===== src/rtl/types.sv =====
// Shared NoC flit types: header, flit id, payload union and checksum field.
// Checksum occupies the flit LSBs so the body is everything above it.
package types;

   typedef enum logic [1:0] {
      HEAD     = 2'd0,
      BODY     = 2'd1,
      TAIL     = 2'd2,
      HEADTAIL = 2'd3
   } flittype_t;

   typedef struct packed {
      logic [7:0] packet_id;
      logic [3:0] flit_num;
   } flit_id_t;

   typedef struct packed {
      flittype_t  flit_type;
      logic [1:0] version;
      logic       is_ack;
      logic [3:0] src;
      logic [3:0] dst;
      flit_id_t   flit_id;
   } header_t;

   typedef union packed {
      logic [31:0] head;
      logic [31:0] body;
   } payload_t;

   localparam int CHECKSUM_WIDTH = 8;
   typedef logic [CHECKSUM_WIDTH-1:0] checksum_t;

   typedef struct packed {
      header_t   header;
      payload_t  payload;
      checksum_t checksum;
   } flit_t;

   localparam int FLIT_WIDTH = $bits(flit_t);

endpackage


===== src/rtl/flit_checksum_unit_pkg.sv =====
// Body geometry for the flit checksum: body width, byte count, padded vector type.
// The body is zero-extended on the MSB side to a whole number of bytes.
package flit_checksum_unit_pkg;
   import types::*;

   localparam int BODY_WIDTH      = FLIT_WIDTH - CHECKSUM_WIDTH;
   localparam int FLIT_BODY_BYTES = (BODY_WIDTH + 7) / 8;
   localparam int BODY_PAD_WIDTH  = FLIT_BODY_BYTES * 8;

   typedef logic [BODY_WIDTH-1:0]     body_t;
   typedef logic [BODY_PAD_WIDTH-1:0] body_pad_t;

endpackage


===== src/rtl/flit_checksum_unit_byte_sum.sv =====
// Modulo-256 sum of all bytes of the padded flit body.
// Latency: combinational. Backpressure: none, pure function of the input.
// Module: checksum_byte_sum.
module checksum_byte_sum
   import types::*;
   import flit_checksum_unit_pkg::*;
(
   input  body_pad_t body,
   output checksum_t sum
);

   always_comb begin
      sum = '0;
      for (int i = 0; i < FLIT_BODY_BYTES; i++) begin
         sum = sum + body[i*8 +: 8];
      end
   end

endmodule


===== src/rtl/flit_checksum_unit.sv =====
// Flit checksum stamp/check: negated byte sum of {header, payload}, match flag, rewritten flit.
// Latency: checksum/is_valid/flit_out combinational; err_sticky (and err_count) registered.
// Backpressure: none; CHECKSUM_ERR_CNT_EN adds a saturating 16-bit error counter.
module flit_checksum_unit
   import types::*;
   import flit_checksum_unit_pkg::*;
(
   input  logic        clk,
   input  logic        rst_n,
   input  flit_t       flit_in,
   input  logic        flit_in_valid,
   output checksum_t   checksum,
   output logic        is_valid,
   output flit_t       flit_out,
`ifdef CHECKSUM_ERR_CNT_EN
   output logic [15:0] err_count,
`endif
   output logic        err_sticky
);

   body_t     body;
   body_pad_t body_pad;
   checksum_t body_sum;
   logic      err_hit;

   assign body     = {flit_in.header, flit_in.payload};
   assign body_pad = body_pad_t'(body);

   checksum_byte_sum u_byte_sum (
      .body (body_pad),
      .sum  (body_sum)
   );

   // Two's-complement negation makes body bytes + checksum sum to zero mod 256.
   assign checksum = checksum_t'(~body_sum + 8'd1);
   assign is_valid = (flit_in.checksum == checksum);

   always_comb begin
      flit_out          = flit_in;
      flit_out.checksum = checksum;
   end

   assign err_hit = flit_in_valid && !is_valid;

   always_ff @(posedge clk or negedge rst_n) begin
      if (!rst_n) begin
         err_sticky <= 1'b0;
      end else if (err_hit) begin
         err_sticky <= 1'b1;
      end
   end

`ifdef CHECKSUM_ERR_CNT_EN
   always_ff @(posedge clk or negedge rst_n) begin
      if (!rst_n) begin
         err_count <= '0;
      end else if (err_hit && (err_count != 16'hFFFF)) begin
         err_count <= err_count + 16'd1;
      end
   end
`endif

endmodule


===== config.mk =====
export PLATFORM = sky130hd
export DESIGN_NAME = flit_checksum_unit
export DESIGN_NICKNAME = d
export VERILOG_FILES = /design/src/rtl/types.sv /design/src/rtl/flit_checksum_unit_pkg.sv /design/src/rtl/flit_checksum_unit_byte_sum.sv /design/src/rtl/flit_checksum_unit.sv
export SDC_FILE = /design/constraint.sdc
export NUM_CORES = 1
export LEC_CHECK = 0
export CAP_MARGIN = 10
export CORE_ASPECT_RATIO = 1.1
export CORE_MARGIN = 2
export CORE_UTILIZATION = 39
export CTS_CLUSTER_DIAMETER = 50
export DETAILED_ROUTE_END_ITERATION = 16
export GPL_ROUTABILITY_DRIVEN = 0
export GPL_TIMING_DRIVEN = 0
export PLACE_DENSITY = 0.87
export SYNTH_ARGS = -nofsm -noshare
export SYNTH_HDL_FRONTEND = slang
export SYNTH_SLANG_ARGS = --single-unit

===== constraint.sdc =====
create_clock -name clk -period 11.55 [get_ports clk]
set_input_delay 1.155 -clock clk [delete_from_list [all_inputs] [get_ports clk]]
set_output_delay 1.155 -clock clk [all_outputs]
set_load 0.01 [all_outputs]

### Word level (Yosys, flattened, before mapping)

Index checks and enable logic that the tools add are counted.

| storage, ports and cells | value |
|---|---|
| flip-flop bits (word level) | 1 |
| output and inout bits | 75 |

| cells by class | value |
|---|---|
| add/subtract/negate cells | 8 |
| equal/unequal tests | 1 |
| bitwise logic cells | 1 |
| reductions and logical operators | 2 |

Operators by type and width:

| operator | count |
|---|---|
| adder 8 bit | 6 |
| adder 8 x 1 -> 8 bit | 1 |
| adder 8 x 1 -> 8 bit (second input constant) | 1 |
| equality test 8 bit | 1 |
| inverter 8 bit | 1 |
| logical AND 1 bit | 1 |
| zero test 1 bit | 1 |

### Logic depth before layout (Yosys ltp)

| logic depth | value |
|---|---|
| word-level depth | 12 |
| gate-level depth with buffers | 17 |
| depth with buffers taken out | 17 |

### By module

Synthesis repeated with hierarchy kept, for this count alone.

| unflattened totals | value |
|---|---|
| cells, all modules | 234 |
| area total of the unflattened synthesis | 2129.5 um^2 |

By module, submodules not included:

| module | times used | cells an instance | area each (um^2) |
|---|---|---|---|
| checksum_byte_sum | 1 | 136 | 1311.3 |
| flit_checksum_unit | 1 | 98 | 818.3 |

### Worst setup path before layout

Ideal clock, no wire load.

| timing | value |
|---|---|
| path type | in2out |
| start point | input port flit_in[10] in the netlist's numbering |
| end point | output port is_valid |
| arrival | 5506 ps |
| setup slack | 4889 ps |
| stages | 14 |
| path buffers | 0 |
| cells stage by stage | inv_1 fa_1 inv_1 fa_1 fa_1 fa_1 inv_1 fa_1 nand2b_1 a21oi_2 xor2_1 xnor3_1 or4_1 nor3_1 |

| on the way | value |
|---|---|
| longest elaborated chain between the ends | 10 |

Ends and longest elaborated chain:

| what | line | RTL |
|---|---|---|
| start, declared | flit_checksum_unit.sv:10 | `input flit_t flit_in,` |
| adder 8 bit (6 in series) | flit_checksum_unit_byte_sum.sv:15 | `sum = sum + body[i*8 +: 8];` |
| adder 8 x 1 -> 8 bit | flit_checksum_unit_byte_sum.sv:15 |  |
| inverter 8 bit | flit_checksum_unit.sv:35 | `assign checksum = checksum_t'(~body_sum + 8'd1);` |
| adder 8 x 1 -> 8 bit | flit_checksum_unit.sv:35 |  |
| equality test 8 bit | flit_checksum_unit.sv:36 | `assign is_valid = (flit_in.checksum == checksum);` |
| end, declared | flit_checksum_unit.sv:13 | `output logic is_valid,` |

Every way passes these cells.

### Final worst setup path

| timing | value |
|---|---|
| start point | input port flit_in[9] in the netlist's numbering |
| end point | output port is_valid |

The elaborated chain is that of the path after synthesis.

==> impl_metrics.py <==
metrics = {
    "yosys": {
        "synth-xor-area-share_pct": 14.43,
        "ys_ff_latch": 1,
        "netlist-cell-type-count": 33,
        "synth_top_family_by_area": "adder cells",
        "synthesis.area_mm2": 0.002054,
        "synth_compound_area_share_pct": 4.994,
        "synthSimpleGateAreaFrac_pct": 6.456,
        "yosysWarningCount": 0,
        "syn_avg_cell_area_um2": 8.894,
        "synthCells": 231,
        "synth_adder_area_share_pct": 37.64,
        "synth.net_count": 341,
        "ys_seq_area_share_pct": 1.218,
        "synth_mux_area_share_pct": 0,
    },
    "critical_path": {
        "critPathSlowestCell": "clkdlybuf4s50_1",
        "cp.required_ns": 10.40,
        "crit_path_frequent_cell": "inv_1",
        "setup.worst_path.end_class": "primary output",
        "crit_path_start_kind": "input port",
        "critPathLaunch": "flit_in[9]",
        "path_cells": "clkdlybuf4s50_1 -> inv_1 -> fa_1 -> inv_1 -> fa_1 -> inv_1 -> fa_1 -> inv_1 -> ha_1 -> ha_1 -> inv_1 -> fa_1 -> nand2b_1 -> a21oi_2 -> xor2_1 -> xnor3_1 -> or4_1 -> nor3_1 -> clkdlybuf4s50_1",
        "critPathMaxStageDelay_ns": 0.58,
        "worstReg2RegStart": "err_sticky$_DFFE_PN0P_",
        "worst-path-buf-inv": 7,
        "path_delay_family": "adder cells",
        "critPathMaxFanout": 4,
        "arrival_ns": 6.82,
        "path_class": "in2out",
    },
    "pwr": {
        "leakagePower_nw": 1.701,
        "p_per_area_mw_per_mm2": 311.5,
        "max-vdd-ir-drop_mv": 0.3441,
    },
    "clocking": {
        "post-cts-setup-buffers": 0,
        "clk_latency_ns": 0,
        "cts.clk_slew.worst_paths_ns": 0,
        "cts-hold-fix-buffers": 0,
        "post_cts_resized": 0,
    },
    "drt": {
        "route.detailed.drc": 0,
        "via_per_inst": 4.265,
        "wl_um": 4814,
        "drtPass1Iterations": 4,
        "drt-initial-drc-count": 31,
        "antenna_left": 0,
        "routedWlPerCell_um": 11.17,
        "via_count": 1838,
    },
    "final_layout": {
        "nFillCells": 392,
        "syn_to_final_growth_pct": 72.72,
        "largest_reg_flops": 1,
        "top_regs": "err_sticky (1)",
        "layout_common_cells": "clkdlybuf4s50_1 (142), buf_4 (65), inv_1 (63), fa_1 (33), xnor2_1 (18)",
        "drive_gt1_share_pct": 20.38,
        "finalNetCount": 485,
        "final_common_cell": "clkdlybuf4s50_1",
        "largest_register": "err_sticky",
        "antenna_cells": 0,
    },
    "die": {
        "fp.dieW_um": 73.20,
        "fp.dieArea_mm2": 0.005865,
        "die_y_um": 80.12,
        "start_util_pct": 40.82,
        "io_pins": 143,
        "placementRows": 27,
        "coreArea_mm2": 0.005034,
    },
    "worst_hold_path": {
        "hp-start": "err_sticky$_DFFE_PN0P_",
        "worstHoldPathType": "reg2reg",
    },
    "sta": {
        "finalClockSkew_ns": 0,
        "fin_crit_ns": 7.979,
        "relSlewSlack_pct": 60.79,
        "setup_tns_ns": 0,
        "slew_violations": 0,
        "worstMarginPinSlew_ns": 0.5790,
        "setup_viol": 0,
        "rsz0062_at_grt": "no",
        "whs_ns": 0.5580,
        "hold_viol": 0,
        "fmax_mhz": 125.3,
        "worst_slack_ns": 3.571,
        "post-route-period-util_pct": 69.08,
    },
    "placed_design": {
        "dp_slack_ns": 3.626,
        "port_buffers": 142,
        "hpwl_um": 4597,
    },
    "run_status": {
        "status": "finished, final reports clean",
    },
    "flow_run": {
        "drv_cap": 0,
    },
    "global_route": {
        "grt_pass1_wl_um": 7872,
        "grt_start_max_net_pins": 7,
        "grt.total_usage_pct": 16.55,
        "antenna_found_initial": 0,
        "first_global_vias": 1944,
        "overflow": 0,
    },
}
-- stage by stage --
stage / utilization (%) / std cells / power, mW / instance area [µm²]
after floorplan: - / 231 / 0.7064 / 2054
after global placement: 70.49 / 431 / 1.088 / 3548
after detailed placement: 70.49 / 431 / 1.109 / 3548
after CTS: 70.49 / 431 / 1.112 / 3548
after global routing: 70.49 / 431 / 1.205 / 3548
final: 70.49 / 431 / 1.105 / 3548
-- cells by family after synthesis --
kind of cell             count (synthesis)
buffers and inverters                  128
XOR/XNOR                                26
AND/OR/NAND/NOR                         22
AO/OA/AOI/OAI                           12
adder cells (fa/ha/maj)                 42
flip-flops                               1
-- path summary, 6_finish.rpt --
kind | to | slack [ns] | depth (start not counted)
setup / recovery | is_valid | 3.57 | 19
hold / removal | err_sticky$_DFFE_PN0P_ | 0.56 | 1
setup reg to reg | err_sticky$_DFFE_PN0P_ | 10.61 | 1
hold reg to reg | err_sticky$_DFFE_PN0P_ | 0.56 | 1
max in group asynchronous | err_sticky$_DFFE_PN0P_ | 10.15 | 1
min in group asynchronous | err_sticky$_DFFE_PN0P_ | 1.30 | 1
-- cell usage after synthesis (all sizes together) --
master	count	area (µm²)
buf	65	488.0
inv	63	236.5
fa	33	660.6
xnor2	18	157.7
ha	9	112.6
nor2	6	27.52
xnor3	5	112.6
o21ai	3	15.01
or2	3	18.77
xor2	3	26.28
a21oi	2	13.76
nand2b	2	15.02
nor4	2	12.51
o21ba	2	26.28
a211oi	1	12.51
a311oi	1	8.760
and2	1	7.510
dfrtp	1	25.02
nand2	1	3.750
nand3	1	5.000
nor2b	1	6.260
nor3	1	5.000
nor3b	1	7.510
o22ai	1	6.260
o311ai	1	8.760
o41a	1	11.26
or3	1	6.260
or4	1	7.510
or4b	1	10.01
-- final cells by class --
cell class              count  area (µm²)  area share [%]
repair buffers            142        1421           40.06
well taps                  58       72.57           2.045
plain buffers              65       488.0           13.75
multi-input cells         102        1305           36.78
flip-flops and latches      1       25.02          0.7052
inverters                  63       236.5           6.664
-- layer usage --
metal	share of wire (%)	global-route usage (%)	vias to the layer above
met5	0	0	-
met4	0.29	0.5556	0
met3	10	3.262	2
met2	57	36.04	97
met1	32	15.96	836
li1	-	-	903
-- report_power, final --
part	total, mW	switching (mW)	internal [mW]
Combinational	1.10	0.457	0.645
Clock	0	0	0
Sequential	0.00357	0.0000000000000000316	0.00357
(Power assumes the default switching activity.)
==> RTL edit 1: new RTL, config.mk and constraints unchanged <==
Set the package constant `CHECKSUM_WIDTH` to 10 (it was 8).
--- a/src/rtl/types.sv
+++ b/src/rtl/types.sv
@@ -28,7 +28,7 @@
       logic [31:0] body;
    } payload_t;
 
-   localparam int CHECKSUM_WIDTH = 8;
+   localparam int CHECKSUM_WIDTH = 10;
    typedef logic [CHECKSUM_WIDTH-1:0] checksum_t;
 
    typedef struct packed {
Ports: changed (resized checksum, flit_in and flit_out); port bits go from 143 to 149. No check against the original RTL was run, so the function may have changed too.
==> RTL edit 1 against the unedited design <==
Synthesized area up 14%. Fmax fell by 2.9%. Worst setup slack got worse by 240 ps. Routed wire length increased by 17%. Cell area increased by 11%. Sequential cell count did not move. Global-route usage rose by 0.59 points. Utilization shrank 3.0 points. Critical path depth grew 4. Sequential share of layout area shrank 0.067 points. Total power up 12%. Largest power group unchanged. Highest routed layer unchanged.
==> RTL edit 1: results (changes against the unedited design) <==
----------------------------------------------------
[Run status]
  Result of the run ... finished clean (unchanged)

[Routing]
  DR WL met3 ... 422 microns (was 498 microns)
  Detailed-route via count ... 2207 (was 1838)
  Number of iterations in the first detailed-routing pass ... 4 (unchanged)
  Metal1 wirelength ... 2010 microns (was 1550 microns)
  WL/cell ... 11.22 microns (was 11.17 microns)
  Starting DRC count in detailed routing ... 39 (was 31)

[Global routing]
  First-pass GRT wire length ... 9701 microns (was 7872 microns)
  Met3 layer usage reported by global route ... 2.234% (was 3.262%)
  Met1 usage ... 18.10% (was 15.96%)
  Met2 track utilization from global routing ... 36.44% (was 36.04%)
  All-Layer GR Usage ... 17.14% (was 16.55%)
  Number of global-route vias before repair ... 2311 (was 1944)

[Final layout]
  Finished Layout Cells ... 500 (was 431)
  Number of multi-input logic gates ... 148 (was 102)
  Fraction of layout instances using a drive strength above 1 ... 18.20% (was 20.38%)
  Number of logic inverters in the finished layout ... 59 (was 63)
  Sequential share of cell area ... 0.6382% (was 0.7052%)
  Final net count ... 546 (was 485)
  Share of the final layout cell area in multi-input gates ... 40.65% (was 36.78%)

[Timing]
  Slew headroom ... 76.85% (was 60.79%)

[Setup path]
  Worst path max stage delay ... 540 ps (was 580 ps)
  Count of cells along the worst register-to-register path ... 2 (was 1)
  Slowest cell on the critical path ... sky130_fd_sc_hd__fa_1 (was sky130_fd_sc_hd__clkdlybuf4s50_1)
  Largest fanout on the critical path ... 5 (was 4)
  Arrival time of data at the critical path endpoint ... 7060 ps (was 6820 ps)

[Placed design]
  PortBufs ... 148 (was 142)
  Half-perimeter wire length of the detailed placement result ... 5343 microns (was 4597 microns)
  Post-place setup slack ... 3359 ps (was 3626 ps)

[Floorplanning]
  Full die area ... 6646 sq um (was 5865 sq um)

[Logic synthesis]
  Fraction of synthesized cell area in xor and xnor cells ... 10.36% (was 14.43%)
  Area fraction in compound gates after synthesis ... 10.46% (was 4.994%)
  Part of the Yosys area used for sequential elements ... 1.068% (was 1.218%)
  Synthesized netlist net count ... 396 (was 341)
  Gate Count Post-Synth ... 275 (was 231)
  Dominant cells by area after synthesis ... sky130_fd_sc_hd__fa_1, sky130_fd_sc_hd__buf_4, sky130_fd_sc_hd__inv_1 (unchanged)
  Netlist cell types ... 40 (was 33)

[Power and ir drop]
  Peak supply drop ... 328.7 uV (was 344.1 uV)

[Hold path]
  Hold-critical path depth ... 2 (was 1)

----------------------------------------------------
[RTL edit 1: cell count changes in the layout (fill, tap and decap cells not counted), sizes merged, moves of 4 or more]
| cell | change |
|---|---|
| ha | +8 |
| xor2 | +8 |
| clkdlybuf4s50 | +6 |
| a21o | +5 |
| a21oi | +5 |
| nand2 | +5 |
| xnor3 | -5 |
| inv | -4 |
| nor3 | +4 |
[RTL edit 1: worst paths after layout]
check,startpoint,end,slack (ps)
setup reg to reg,err_sticky,err_sticky,10840
hold / removal,err_sticky,err_sticky,600
min in group asynchronous,rst_n,err_sticky,1330
hold reg to reg,err_sticky,err_sticky,600
max in group asynchronous,rst_n,err_sticky,10100
setup / recovery,flit_in[18],is_valid,3330
[RTL edit 1: cells by family (layout without fill, tap and decap cells)]
| group | after synthesis | count (layout) |
|---|---|---|
| XOR/XNOR | 26 | 26 |
| AO/OA/AOI/OAI | 31 | 31 |
| adder cells (fa/ha/maj) | 51 | 51 |
| AND/OR/NAND/NOR | 40 | 40 |
| flip-flops | 1 | 1 |
| buffers and inverters | 126 | 274 |
[RTL edit 1: power by group through the flow]
| stage | clock network, W | registers, W | logic (W) |
|---|---|---|---|
| after floorplan | 0 | 0.00000357 | 0.000784 |
| after global placement | 0 | 0.00000357 | 0.00121 |
| after detailed placement | 0 | 0.00000357 | 0.00124 |
| after CTS | 0 | 0.00000357 | 0.00125 |
| after global routing | 0 | 0.00000357 | 0.00135 |
| final | 0 | 0.00000357 | 0.00123 |
[RTL edit 1: worst max-delay path: cells and delay by family]
family	cells	cell delay [ps]
AOI/OAI and AO/OA	5	1150
xor gates and xnor gates	3	520
adders and majority gates	6	2510
buffers and inverters	5	1180
and+or+nand+nor	4	570
==> RTL edit 2: new RTL, same flow settings <==
Without the edit above. Register the output `flit_out`; this adds one clock of latency there. The other outputs are not delayed to match. Comments in the files are not updated.
--- a/src/rtl/flit_checksum_unit.sv
+++ b/src/rtl/flit_checksum_unit.sv
@@ -18,6 +18,8 @@
    output logic        err_sticky
 );
 
+   flit_t flit_d;
+
    body_t     body;
    body_pad_t body_pad;
    checksum_t body_sum;
@@ -36,8 +38,8 @@
    assign is_valid = (flit_in.checksum == checksum);
 
    always_comb begin
-      flit_out          = flit_in;
-      flit_out.checksum = checksum;
+      flit_d            = flit_in;
+      flit_d.checksum = checksum;
    end
 
    assign err_hit = flit_in_valid && !is_valid;
@@ -60,5 +62,9 @@
    end
 `endif
 
+   always_ff @(posedge clk) begin
+      flit_out <= flit_d;
+   end
+
 endmodule
 
Check against the original RTL: not equivalent (Yosys sat finds a counterexample within 4 cycles, from zero or initial values and one cycle with rst_n low).
==> RTL edit 2 against the unedited design <==
Worst setup slack improved by 290 ps. Die area rose by 39%. Cell area rose by 31%. Synthesized area is 41% higher. Via count rose by 12%. Total power is 25% higher. Sequential cell count is 65 higher. Sequential share of layout area rose by 28 points. Register-to-register slack improved by 270 ps. Routed wire length is 32% higher.
==> RTL edit 2: results (changes against the unedited design) <==
----------------------------------------------------
[Clock tree]
  Master cell of the clock root buffer ... sky130_fd_sc_hd__clkbuf_8
  # resized after CTS ... 0 (unchanged)
  Clock insertion delay at the later pin of the skew report ... 330 ps (was 0 ps)
  CTS clk-pin slew, worst paths ... 70 ps (was 0 ps)

[Logic synthesis]
  Dominant cells by area after synthesis ... sky130_fd_sc_hd__dfxtp_1, sky130_fd_sc_hd__fa_1, sky130_fd_sc_hd__inv_1 (was sky130_fd_sc_hd__fa_1, sky130_fd_sc_hd__buf_4, sky130_fd_sc_hd__inv_1)
  Proportion of register bits with asynchronous set or reset after synthesis ... 1.515% (was 100.0%)
  Part of the Yosys area used for sequential elements ... 45.69% (was 1.218%)
  Commonest cells post-synth ... sky130_fd_sc_hd__dfxtp_1, sky130_fd_sc_hd__inv_1, sky130_fd_sc_hd__fa_1 (was sky130_fd_sc_hd__buf_4, sky130_fd_sc_hd__inv_1, sky130_fd_sc_hd__fa_1)
  Synthesized netlist net count ... 340 (was 341)

[Setup path]
  Worst path max stage delay ... 590 ps
  Count of cells along the worst register-to-register path ... 2 (was 1)
  Slowest cell on the critical path ... sky130_fd_sc_hd__fa_1 (was sky130_fd_sc_hd__clkdlybuf4s50_1)
  Largest fanout on the critical path ... 3 (was 4)
  Worst setup slack for register-to-register paths ... 10880 ps (was 10610 ps)
  Start point of the critical path ... flit_in[10] (was flit_in[9])

[Global routing]
  Met3 layer usage reported by global route ... 8.304% (was 3.262%)
  First-pass GRT wire length ... 10410 microns (was 7872 microns)
  All-Layer GR Usage ... 16.94% (was 16.55%)
  Met2 track utilization from global routing ... 32.04% (was 36.04%)
  Met1 usage ... 15.78% (was 15.96%)
  Maximum number of pins on one net before global-route repair ... 12 (was 7)
  Number of global-route vias before repair ... 2358 (was 1944)

[Routing]
  Metal1 wirelength ... 2172 microns (was 1550 microns)
  DR WL met3 ... 728 microns (was 498 microns)
  WL/cell ... 13.34 microns (was 11.17 microns)
  Detailed-route via count ... 2066 (was 1838)
  Met2 wire length ... 3330 microns (was 2750 microns)
  Starting DRC count in detailed routing ... 32 (was 31)

[Final layout]
  Largest registers in the final layout ... flit_out (65), err_sticky (1) (was err_sticky (1))
  Fraction of layout instances using a drive strength above 1 ... 6.959% (was 20.38%)
  Layout fillers ... 580 (was 392)
  Final net count ... 493 (was 485)

[Placed design]
  Half-perimeter wire length of the detailed placement result ... 5380 microns (was 4597 microns)

[Power and ir drop]
  Sequential Power ... 0.000265 W
  Leakage ... 2.084 nW (was 1.701 nW)
  Peak supply drop ... 150.6 uV (was 344.1 uV)
  Proportion of power drawn by the clock network ... 15.8% (was 0%)
  Switching part of the total ... 36.60% (was 41.36%)

[Hold path]
  Hold-critical path depth ... 2 (was 1)

[Run status]
  Result of the run ... finished clean (unchanged)

[Timing]
  Slew headroom ... 66.50% (was 60.79%)
  Worst slack on hold paths ... 566.1 ps (was 558.0 ps)

----------------------------------------------------
==> RTL edit 2: cell types whose count changed after synthesis, sizes merged, moves of 2 or more <==
cell | unedited run | this run
dfxtp | 0 | 65
nor3b | 1 | 3
xor2 | 3 | 5
xor3 | 0 | 2
buf | 65 | 0
and3 | 0 | 2
or2 | 3 | 1
xnor3 | 5 | 3
==> RTL edit 2: area by class of cell <==
type	instances	area, sq um	area share [%]
Inverter	64	240.2	5.153
Sequential cell	66	1326	28.45
Clock inverter	4	73.82	1.583
Clock buffer	12	155.1	3.328
Tap cell	87	108.9	2.335
Timing Repair Buffer	142	1421	30.49
Multi-Input combinational cell	100	1336	28.66
==> RTL edit 2: how the worst max path moves through the flow <==
stage,end,slack (ps),cells past startpoint
finish,is_valid,3860,16
global route,is_valid,3520,16
CTS,is_valid,3790,16
detailed placement,is_valid,3830,16
floorplan,is_valid,5150,14
global placement,is_valid,3880,16
==> RTL edit 2: stage by stage <==
step	setup WS [ps]	power [W]	cells	utilization, %	area (sq um)
6_report	3860	0.001381	475	63.43	4662
5_1_grt	3518	0.001492	475	63.43	4662
4_1_cts	3790	0.001405	475	63.43	4662
3_5_place_dp	3833	0.001177	459	60.32	4433
3_3_place_gp	3885	0.001167	459	60.32	4433
2_1_floorplan	5153	0.0008757	230	-	2903
==> RTL edit 2: cells by family after synthesis <==
group                    synth area share [%]
AND/OR/NAND/NOR                         4.698
flip-flops                              45.69
XOR/XNOR                                11.16
buffers and inverters                   8.276
adder cells (fa/ha/maj)                 26.64
AO/OA/AOI/OAI                           3.535
==> RTL edit 2: worst register-to-register path, stage by stage, from the launching register on <==
cell	delay, ps
sky130_fd_sc_hd__dfrtp_1	400
sky130_fd_sc_hd__inv_1	60
sky130_fd_sc_hd__a41oi_1	80
